--- src/rtl/mips_multicycle_ctrl.sv ---
// mips_multicycle_ctrl
// Multi-cycle MIPS control FSM. It walks each instruction through fetch,
// decode, execute, memory and writeback, and drives the datapath enables and
// mux selects. It also handles the memory and multiplier handshakes and gives
// up on a memory access that never completes. ALUControl and the destination
// register select still come from the separate instruction decoder.
//
// Optional feature: define MIPS_CTRL_RETIRE_CNT_EN to add the 32-bit
// retired_cnt output, which counts completed instructions.
module mips_multicycle_ctrl #(
   parameter int MEM_TIMEOUT = 16,
   parameter int CNT_W       = 5
) (
   input  logic        clk,
   input  logic        reset,
   input  logic [5:0]  opcode,
   input  logic [5:0]  funct,
   input  logic        zero,
   input  logic        mem_ready,
   input  logic        mult_done,
   output logic        pc_write,
   output logic        ir_write,
   output logic        iord,
   output logic        mem_read,
   output logic        mem_write,
   output logic        reg_write,
   output logic        alu_srca,
   output logic [1:0]  alu_srcb,
   output logic [1:0]  pc_src,
   output logic        mult_start,
   output logic        illegal,
   output logic        bus_error,
   output logic [3:0]  state
`ifdef MIPS_CTRL_RETIRE_CNT_EN
   ,
   output logic [31:0] retired_cnt
`endif
);

   typedef enum logic [3:0] {
      S_FETCH    = 4'd0,
      S_DECODE   = 4'd1,
      S_EXEC_R   = 4'd2,
      S_EXEC_I   = 4'd3,
      S_MEM_ADDR = 4'd4,
      S_MEM_RD   = 4'd5,
      S_MEM_WB   = 4'd6,
      S_MEM_WR   = 4'd7,
      S_BRANCH   = 4'd8,
      S_JUMP     = 4'd9,
      S_JR       = 4'd10,
      S_MULT     = 4'd11,
      S_WB       = 4'd12
   } state_t;

   localparam logic [5:0] OP_RTYPE = 6'h00;
   localparam logic [5:0] OP_J     = 6'h02;
   localparam logic [5:0] OP_JAL   = 6'h03;
   localparam logic [5:0] OP_BEQ   = 6'h04;
   localparam logic [5:0] OP_BNE   = 6'h05;
   localparam logic [5:0] OP_ADDI  = 6'h08;
   localparam logic [5:0] OP_SLTI  = 6'h0A;
   localparam logic [5:0] OP_ANDI  = 6'h0C;
   localparam logic [5:0] OP_ORI   = 6'h0D;
   localparam logic [5:0] OP_LUI   = 6'h0F;
   localparam logic [5:0] OP_LW    = 6'h23;
   localparam logic [5:0] OP_SW    = 6'h2B;

   localparam logic [5:0] FN_JR    = 6'h08;
   localparam logic [5:0] FN_MULT  = 6'h18;

   localparam logic [CNT_W-1:0] TIMEOUT_CNT = CNT_W'(MEM_TIMEOUT);

   state_t           r_state;
   state_t           w_next;
   logic             r_quiet;
   logic             r_multWait;
   logic [CNT_W-1:0] r_memCnt;
   logic             w_quiet;
   logic             w_memState;
   logic             w_timeUp;
   logic             w_abort;
   logic             w_cntClear;

   // The cycle reset is seen and the cycle after it are both kept silent,
   // so a strobe that was active when reset hit cannot leak into the datapath.
   assign w_quiet    = reset | r_quiet;
   assign w_memState = (r_state == S_FETCH) || (r_state == S_MEM_RD) ||
                       (r_state == S_MEM_WR);
   assign w_timeUp   = (r_memCnt == TIMEOUT_CNT) && !mem_ready;
   assign w_cntClear = r_quiet || !w_memState || w_abort || (w_next != r_state);

   // State register; reset always lands in FETCH
   always_ff @(posedge clk) begin
      if (reset) begin
         r_state <= S_FETCH;
      end else begin
         r_state <= w_next;
      end
   end

   // Marks the single silent cycle that follows the last reset cycle
   always_ff @(posedge clk) begin
      if (reset) begin
         r_quiet <= 1'b1;
      end else begin
         r_quiet <= 1'b0;
      end
   end

   // Counts cycles spent waiting on memory; restarts on every entry to a memory state
   always_ff @(posedge clk) begin
      if (reset) begin
         r_memCnt <= '0;
      end else if (w_cntClear) begin
         r_memCnt <= '0;
      end else if (!mem_ready) begin
         r_memCnt <= r_memCnt + CNT_W'(1);
      end
   end

   // Remembers that the multiplier start pulse was already issued for this MULT visit
   always_ff @(posedge clk) begin
      if (reset) begin
         r_multWait <= 1'b0;
      end else begin
         r_multWait <= (r_state == S_MULT) && !mult_done && !r_quiet;
      end
   end

   // Next-state and output decode; completion qualifiers gate pc_write, ir_write and reg_write
   always_comb begin
      w_next     = r_state;
      w_abort    = 1'b0;
      pc_write   = 1'b0;
      ir_write   = 1'b0;
      iord       = 1'b0;
      mem_read   = 1'b0;
      mem_write  = 1'b0;
      reg_write  = 1'b0;
      alu_srca   = 1'b0;
      alu_srcb   = 2'd0;
      pc_src     = 2'd0;
      mult_start = 1'b0;
      illegal    = 1'b0;
      bus_error  = 1'b0;
      state      = r_state;

      case (r_state)
         S_FETCH: begin
            mem_read = 1'b1;
            alu_srcb = 2'd1;
            if (mem_ready) begin
               ir_write = 1'b1;
               pc_write = 1'b1;
               w_next   = S_DECODE;
            end else if (w_timeUp) begin
               bus_error = 1'b1;
               w_abort   = 1'b1;
               w_next    = S_FETCH;
            end
         end

         S_DECODE: begin
            alu_srcb = 2'd3;
            case (opcode)
               OP_RTYPE: begin
                  if (funct == FN_MULT) begin
                     w_next = S_MULT;
                  end else if (funct == FN_JR) begin
                     w_next = S_JR;
                  end else begin
                     w_next = S_EXEC_R;
                  end
               end
               OP_LW, OP_SW:   w_next = S_MEM_ADDR;
               OP_BEQ, OP_BNE: w_next = S_BRANCH;
               OP_J, OP_JAL:   w_next = S_JUMP;
               OP_ADDI, OP_SLTI, OP_ANDI, OP_ORI, OP_LUI: w_next = S_EXEC_I;
               default: begin
                  illegal = 1'b1;
                  w_next  = S_FETCH;
               end
            endcase
         end

         S_EXEC_R: begin
            alu_srca = 1'b1;
            w_next   = S_WB;
         end

         S_EXEC_I: begin
            alu_srca = 1'b1;
            alu_srcb = 2'd2;
            w_next   = S_WB;
         end

         S_WB: begin
            reg_write = 1'b1;
            w_next    = S_FETCH;
         end

         S_MEM_ADDR: begin
            alu_srca = 1'b1;
            alu_srcb = 2'd2;
            w_next   = (opcode == OP_LW) ? S_MEM_RD : S_MEM_WR;
         end

         S_MEM_RD: begin
            iord     = 1'b1;
            mem_read = 1'b1;
            if (mem_ready) begin
               w_next = S_MEM_WB;
            end else if (w_timeUp) begin
               bus_error = 1'b1;
               w_abort   = 1'b1;
               w_next    = S_FETCH;
            end
         end

         S_MEM_WB: begin
            reg_write = 1'b1;
            w_next    = S_FETCH;
         end

         S_MEM_WR: begin
            iord      = 1'b1;
            mem_write = 1'b1;
            if (mem_ready) begin
               w_next = S_FETCH;
            end else if (w_timeUp) begin
               bus_error = 1'b1;
               w_abort   = 1'b1;
               w_next    = S_FETCH;
            end
         end

         S_BRANCH: begin
            alu_srca = 1'b1;
            pc_src   = 2'd1;
            pc_write = ((opcode == OP_BEQ) && zero) || ((opcode == OP_BNE) && !zero);
            w_next   = S_FETCH;
         end

         S_JUMP: begin
            pc_src    = 2'd2;
            pc_write  = 1'b1;
            reg_write = (opcode == OP_JAL);
            w_next    = S_FETCH;
         end

         S_JR: begin
            pc_src   = 2'd3;
            pc_write = 1'b1;
            w_next   = S_FETCH;
         end

         S_MULT: begin
            mult_start = !r_multWait;
            if (mult_done) begin
               w_next = S_FETCH;
            end
         end

         default: begin
            w_next = S_FETCH;
         end
      endcase

      if (w_quiet) begin
         w_next     = S_FETCH;
         w_abort    = 1'b0;
         pc_write   = 1'b0;
         ir_write   = 1'b0;
         iord       = 1'b0;
         mem_read   = 1'b0;
         mem_write  = 1'b0;
         reg_write  = 1'b0;
         alu_srca   = 1'b0;
         alu_srcb   = 2'd0;
         pc_src     = 2'd0;
         mult_start = 1'b0;
         illegal    = 1'b0;
         bus_error  = 1'b0;
         state      = 4'd0;
      end
   end

`ifdef MIPS_CTRL_RETIRE_CNT_EN
   logic        w_retire;
   logic [31:0] r_retired;

   // An instruction retires on the last cycle of its sequence; aborts never count
   always_comb begin
      w_retire = 1'b0;
      if (!w_quiet) begin
         case (r_state)
            S_WB, S_MEM_WB, S_BRANCH, S_JUMP, S_JR: w_retire = 1'b1;
            S_MEM_WR: w_retire = mem_ready;
            S_MULT:   w_retire = mult_done;
            default:  w_retire = 1'b0;
         endcase
      end
   end

   // Free-running retired-instruction counter, wraps naturally at 32 bits
   always_ff @(posedge clk) begin
      if (reset) begin
         r_retired <= 32'd0;
      end else if (w_retire) begin
         r_retired <= r_retired + 32'd1;
      end
   end

   assign retired_cnt = r_retired;
`endif

endmodule

--- config.mk ---
export PLATFORM = sky130hd
export DESIGN_NAME = mips_multicycle_ctrl
export DESIGN_NICKNAME = d
export VERILOG_FILES = /design/src/rtl/mips_multicycle_ctrl.sv
export SDC_FILE = /design/constraint.sdc
export NUM_CORES = 1
export LEC_CHECK = 0
export CAP_MARGIN = 20
export CORE_MARGIN = 1
export CORE_UTILIZATION = 52
export CTS_BUF_LIST = sky130_fd_sc_hd__clkbuf_4
export DETAILED_ROUTE_END_ITERATION = 6
export GPL_ROUTABILITY_DRIVEN = 0
export PLACE_DENSITY = 0.94
export SLEW_MARGIN = 20
export SYNTH_ARGS = -nofsm -noshare
export SYNTH_HDL_FRONTEND = slang
export SYNTH_SLANG_ARGS = --single-unit
--- constraint.sdc ---
create_clock -name clk -period 4.2 [get_ports clk]
set_input_delay 0.84 -clock clk [delete_from_list [all_inputs] [get_ports clk]]
set_output_delay 0.84 -clock clk [all_outputs]
set_load 0.05 [all_outputs]
# [Word-level counts from Yosys, hierarchy flattened]
# Cells that the tools add are included.
[totals] register_bits=11 latch_bits=0 ram_bits=0 rom_bits=0 in_bits=17 elab_cells=107 memories=0
[classes] addsub=1 multipliers=0 n_div=0 order_cmp=0 n_eq_ne=27 shifts=0 n_mux=41 n_bitwise=1 reduce_logical=33
[op_table] cell="$eq 6x4->1 const B" n=6
[op_table] cell="$mux 4" n=9
[op_table] cell="$pmux 4 s7" n=1
[op_table] cell="$mux 1" n=23
[op_table] cell="$eq 4x4->1 const B" n=5
[op_table] cell="$pmux 4 s5" n=1
[op_table] cell="$reduce_or 2->1" n=10
[op_table] cell="$eq 4x3->1 const B" n=4
[op_table] cell="$eq 6x2->1 const B" n=2
[op_table] cell="$eq 6x3->1 const B" n=2
[op_table] cell="$eq 6x6->1 const B" n=2
[op_table] cell="$pmux 2 s3" n=2
[op_table] cell="$reduce_or 12->1" n=1
[op_table] cell="$eq 4x2->1 const B" n=2
[op_table] cell="$eq 6x5->1 const B" n=1
[op_table] cell="$logic_not 1->1" n=6
[op_table] cell="$logic_not 6->1" n=1
[op_table] cell="$logic_or 1x1->1" n=6
[op_table] cell="$mux 2" n=3
[op_table] cell="$add 5x1->5 const B" n=1
[op_table] cell="$eq 5x5->1 const B" n=1
[op_table] cell="$logic_and 1x1->1" n=5
[op_table] cell="$reduce_or 5->1" n=1
[op_table] cell="$eq 4x1->1 const B" n=1
[op_table] cell="other kinds (7)" n=7

# [Logic depth before layout (Yosys ltp)]
[logic_depth] ltp_word=9 mapped_depth=7

# [Least setup slack after synthesis]
# Ideal clock, no wire load.
[synth_timing] path_kind="input port to output port" startpoint="input opcode[2]" endpoint="output illegal" arrival_time_ps=2913 setup_slack_ps=447 path_stages=5 n_path_buf=0 cell_sequence="nor2b_1 a22oi_1 nor2b_1 o21bai_1 nor4b_1"
[synth_via] elab_chain_len=5 word_cells_on_any_way=16 classes_between="eq/ne: 11; mux: 3; reduce/logical: 2"
[synth_lines] element="start, declared" line_no="16" source="input logic [5:0] opcode,"
[synth_lines] element="$eq 6x6->1, or another cell as far along" line_no="166" source="case (opcode)"
[synth_lines] element="$reduce_or 12->1 (no line) *"
[synth_lines] element="$mux 1 *" line_no="166"
[synth_lines] element="$mux 1 *" line_no="149" source="case (r_state)"
[synth_lines] element="$mux 1 *" line_no="270" source="if (w_quiet) begin"
[synth_lines] element="end, declared" line_no="31" source="output logic illegal,"
# Mark *: on every way between the ends. The rest lies on a longest branch, timed or not.

# [Worst setup path in the final report]
[layout_timing] startpoint="input reset" endpoint="output pc_write"
[layout_via] elab_chain_len=2
[layout_lines] element="start, declared" line_no="15" source="input logic reset,"
[layout_lines] element="$or 1x1->1" line_no="87" source="assign w_quiet = reset | r_quiet;"
[layout_lines] element="$mux 1" line_no="270"
[layout_lines] element="end, declared" line_no="21" source="output logic pc_write,"
# No other way between the ends.

==> results.cfg <==
[die]
die_w_um = 48.43
io_pins = 35
rows = 16
die-area_um2 = 2345
start_util = 0.5600
die_y_um = 48.43
core-area_um2 = 2002

[cts]
holdBufCountCts = 0
numCtsBuffers = 3
clockBufferDepth = 2
cts_setup_buffers = 0
tritoncts = done
clk_latency_ns = 0.28
htree_levels = 1
clk_pin_slew_ns = 0.07
cts_resized = 0
clock_sink_count = 11
root_buffer = clkbuf_4

[cells_and_area]
instances_no_fill = 215
final_common_cell = clkdlybuf4s50_1
antenna_cells = 0
final_nets = 208
layout-drive-gt1-share = 0.07447
multi_input_area_um2 = 830.8
layout-area-overhead-vs-synth_pct = 31.36
fill_cells = 157
final_cell_mix = clkdlybuf4s50_1, nor2_1, nand2_1, nor3_1, a21oi_1
seq_area_um2 = 220.2

[setup_path]
cp.arrival_ns = 3.15
cp_max_fo = 7
critical_path_class = in2out
critical_path.startpoint_type = input pin
critPathRequiredTime_ns = 3.36
endpoint_kind = output port

[timing]
min_period_ns = 3.987
tns_ns = 0
finalClockSkew_ns = 0.004278
slew_violations = 0
setup_viol = 0
rsz0062_at_grt = false
finalCritPeriodShare = 0.9493
max_freq_ghz = 0.2508
finalHoldViolCount = 0
relSlewSlack = 0.5135
worst_pin_slew_ns = 0.7232

[synthesis]
synth-simple-area-share = 0.4051
synth_mux_area_frac = 0.008929
synthAdderAreaFrac = 0.02232
synth_cell_type_count = 47
synth_area_per_cell_um2 = 7.007
synth_top_family_by_area = simple AND/OR/NAND/NOR gates
yosys_warnings = 0
synth_cells = 160
synth_xor_area_frac = 0.05469
ys_seq_area_frac = 0.1964
syn_nets = 179
synth_edf_count = 0
synth-compound-area-share = 0.2500
syn_area_um2 = 1121
synth_seq_cells = 11
ys.flop_type = dfxtp_1
async_flop_share = 0

[routing]
finalWirelength_um = 3182
vias = 1300
firstDrtPassIters = 6
antenna_left = 0
routed_via_density = 6.047
post_drt_wl_per_cell_um = 14.80
drcViolationCount = 0
drtIter0Drc = 58

[power]
p_per_area_nw_per_um2 = 209.6
vdd_drop_max_mv = 0.2136
finalPower_uw = 308.7
leakage_uw = 0.0005121

[global_route]
grt_overflow = 0
grt_max_degree = 21
grt_pass1_vias = 1228
antenna_found_initial = 0
grt_first_pass_wirelength_um = 5292
grtUsageTotal = 0.2870

[placement]
place_inst = 211
port_buffers = 34
dp.final_hpwl_um = 2439

[job]
cap_violations = 0

[min_path]
min_path_type = reg2reg

[status]
status = finished, final reports clean
-- worst max-delay path, stage by stage --
cell and delay [ns]:
clkdlybuf4s50_1 0.42, nor2_1 0.37, nand2_1 0.18, nor3_1 0.37, a41o_1 0.16, clkdlybuf4s50_1 0.80
-- final timing paths --
| kind | startpoint | end | slack, ns | cells after the start |
|---|---|---|---|---|
| max | reset | pc_write | 0.21 | 6 |
| min | r_memCnt[1] | r_memCnt[1] | 0.58 | 2 |
| max reg2reg | r_state[0] | r_memCnt[0] | 1.75 | 6 |
| min reg2reg | r_memCnt[1] | r_memCnt[1] | 0.58 | 2 |
-- cells in the mapped netlist (all sizes together), types with 3 or more instances --
cell type | count | share of area
nor2 | 18 | 0.060
nand2 | 15 | 0.050
a21oi | 13 | 0.061
nor3 | 13 | 0.058
dfxtp | 11 | 0.20
o21ai | 8 | 0.036
nand2b | 7 | 0.039
nor2b | 7 | 0.039
clkbuf | 6 | 0.020
inv | 6 | 0.020
xor2 | 6 | 0.047
buf | 4 | 0.022
and2 | 3 | 0.017
nor4b | 3 | 0.023
or2 | 3 | 0.017
-- kinds of logic (layout without fill, tap and decap cells) --
family,after synthesis,in the layout
AOI/OAI and AO/OA,39,39
xor gates and xnor gates,7,7
adders and majority gates,2,2
buffers and inverters,16,44
DFF,11,11
muxes,1,1
and+or+nand+nor,84,84
-- stage by stage --
stage | setup WS (ns) | utilization | instance area (um^2) | hold slack, ns
2_1_floorplan | 0.4472 | - | 1121 | 0.5199
3_3_place_gp | 0.3357 | 0.7206 | 1443 | 0.5466
3_5_place_dp | 0.2871 | 0.7206 | 1443 | 0.5673
4_1_cts | 0.2834 | 0.7356 | 1473 | 0.5815
5_1_grt | 0.1388 | 0.7356 | 1473 | 0.6347
6_report | 0.2131 | 0.7356 | 1473 | 0.5780
-- routing by layer --
| layer | vias to the layer above | global-route usage | part of all wire |
|---|---|---|---|
| li1 | 636 | - | - |
| met1 | 587 | 0.3456 | 0.40 |
| met2 | 70 | 0.4977 | 0.51 |
| met3 | 7 | 0.03459 | 0.068 |
| met4 | 0 | 0.1520 | 0.017 |
| met5 | - | 0 | 0 |
-- area by class of cell --
class,instances,share of cell area
clock buffer,4,0.02039
inverter,6,0.01529
multi-input combinational,133,0.5641
sequential,11,0.1495
tap,27,0.02294
timing repair buffer,34,0.2277
-- sequential cells by signal, summed over array words and instances (netlist names) --
name,cells
r_memCnt,5
r_multWait,1
r_state,4
r_quiet,1
-- where the power goes --
group          internal, uW  switching (uW)  leakage (uW)  total, uW
Clock                  43.3            35.9     0.0000184       79.3
Sequential              108            11.5     0.0000894        119
Combinational          46.3            63.9      0.000404        110
Total                   197             111      0.000512        309
(Power assumes the default switching activity.)
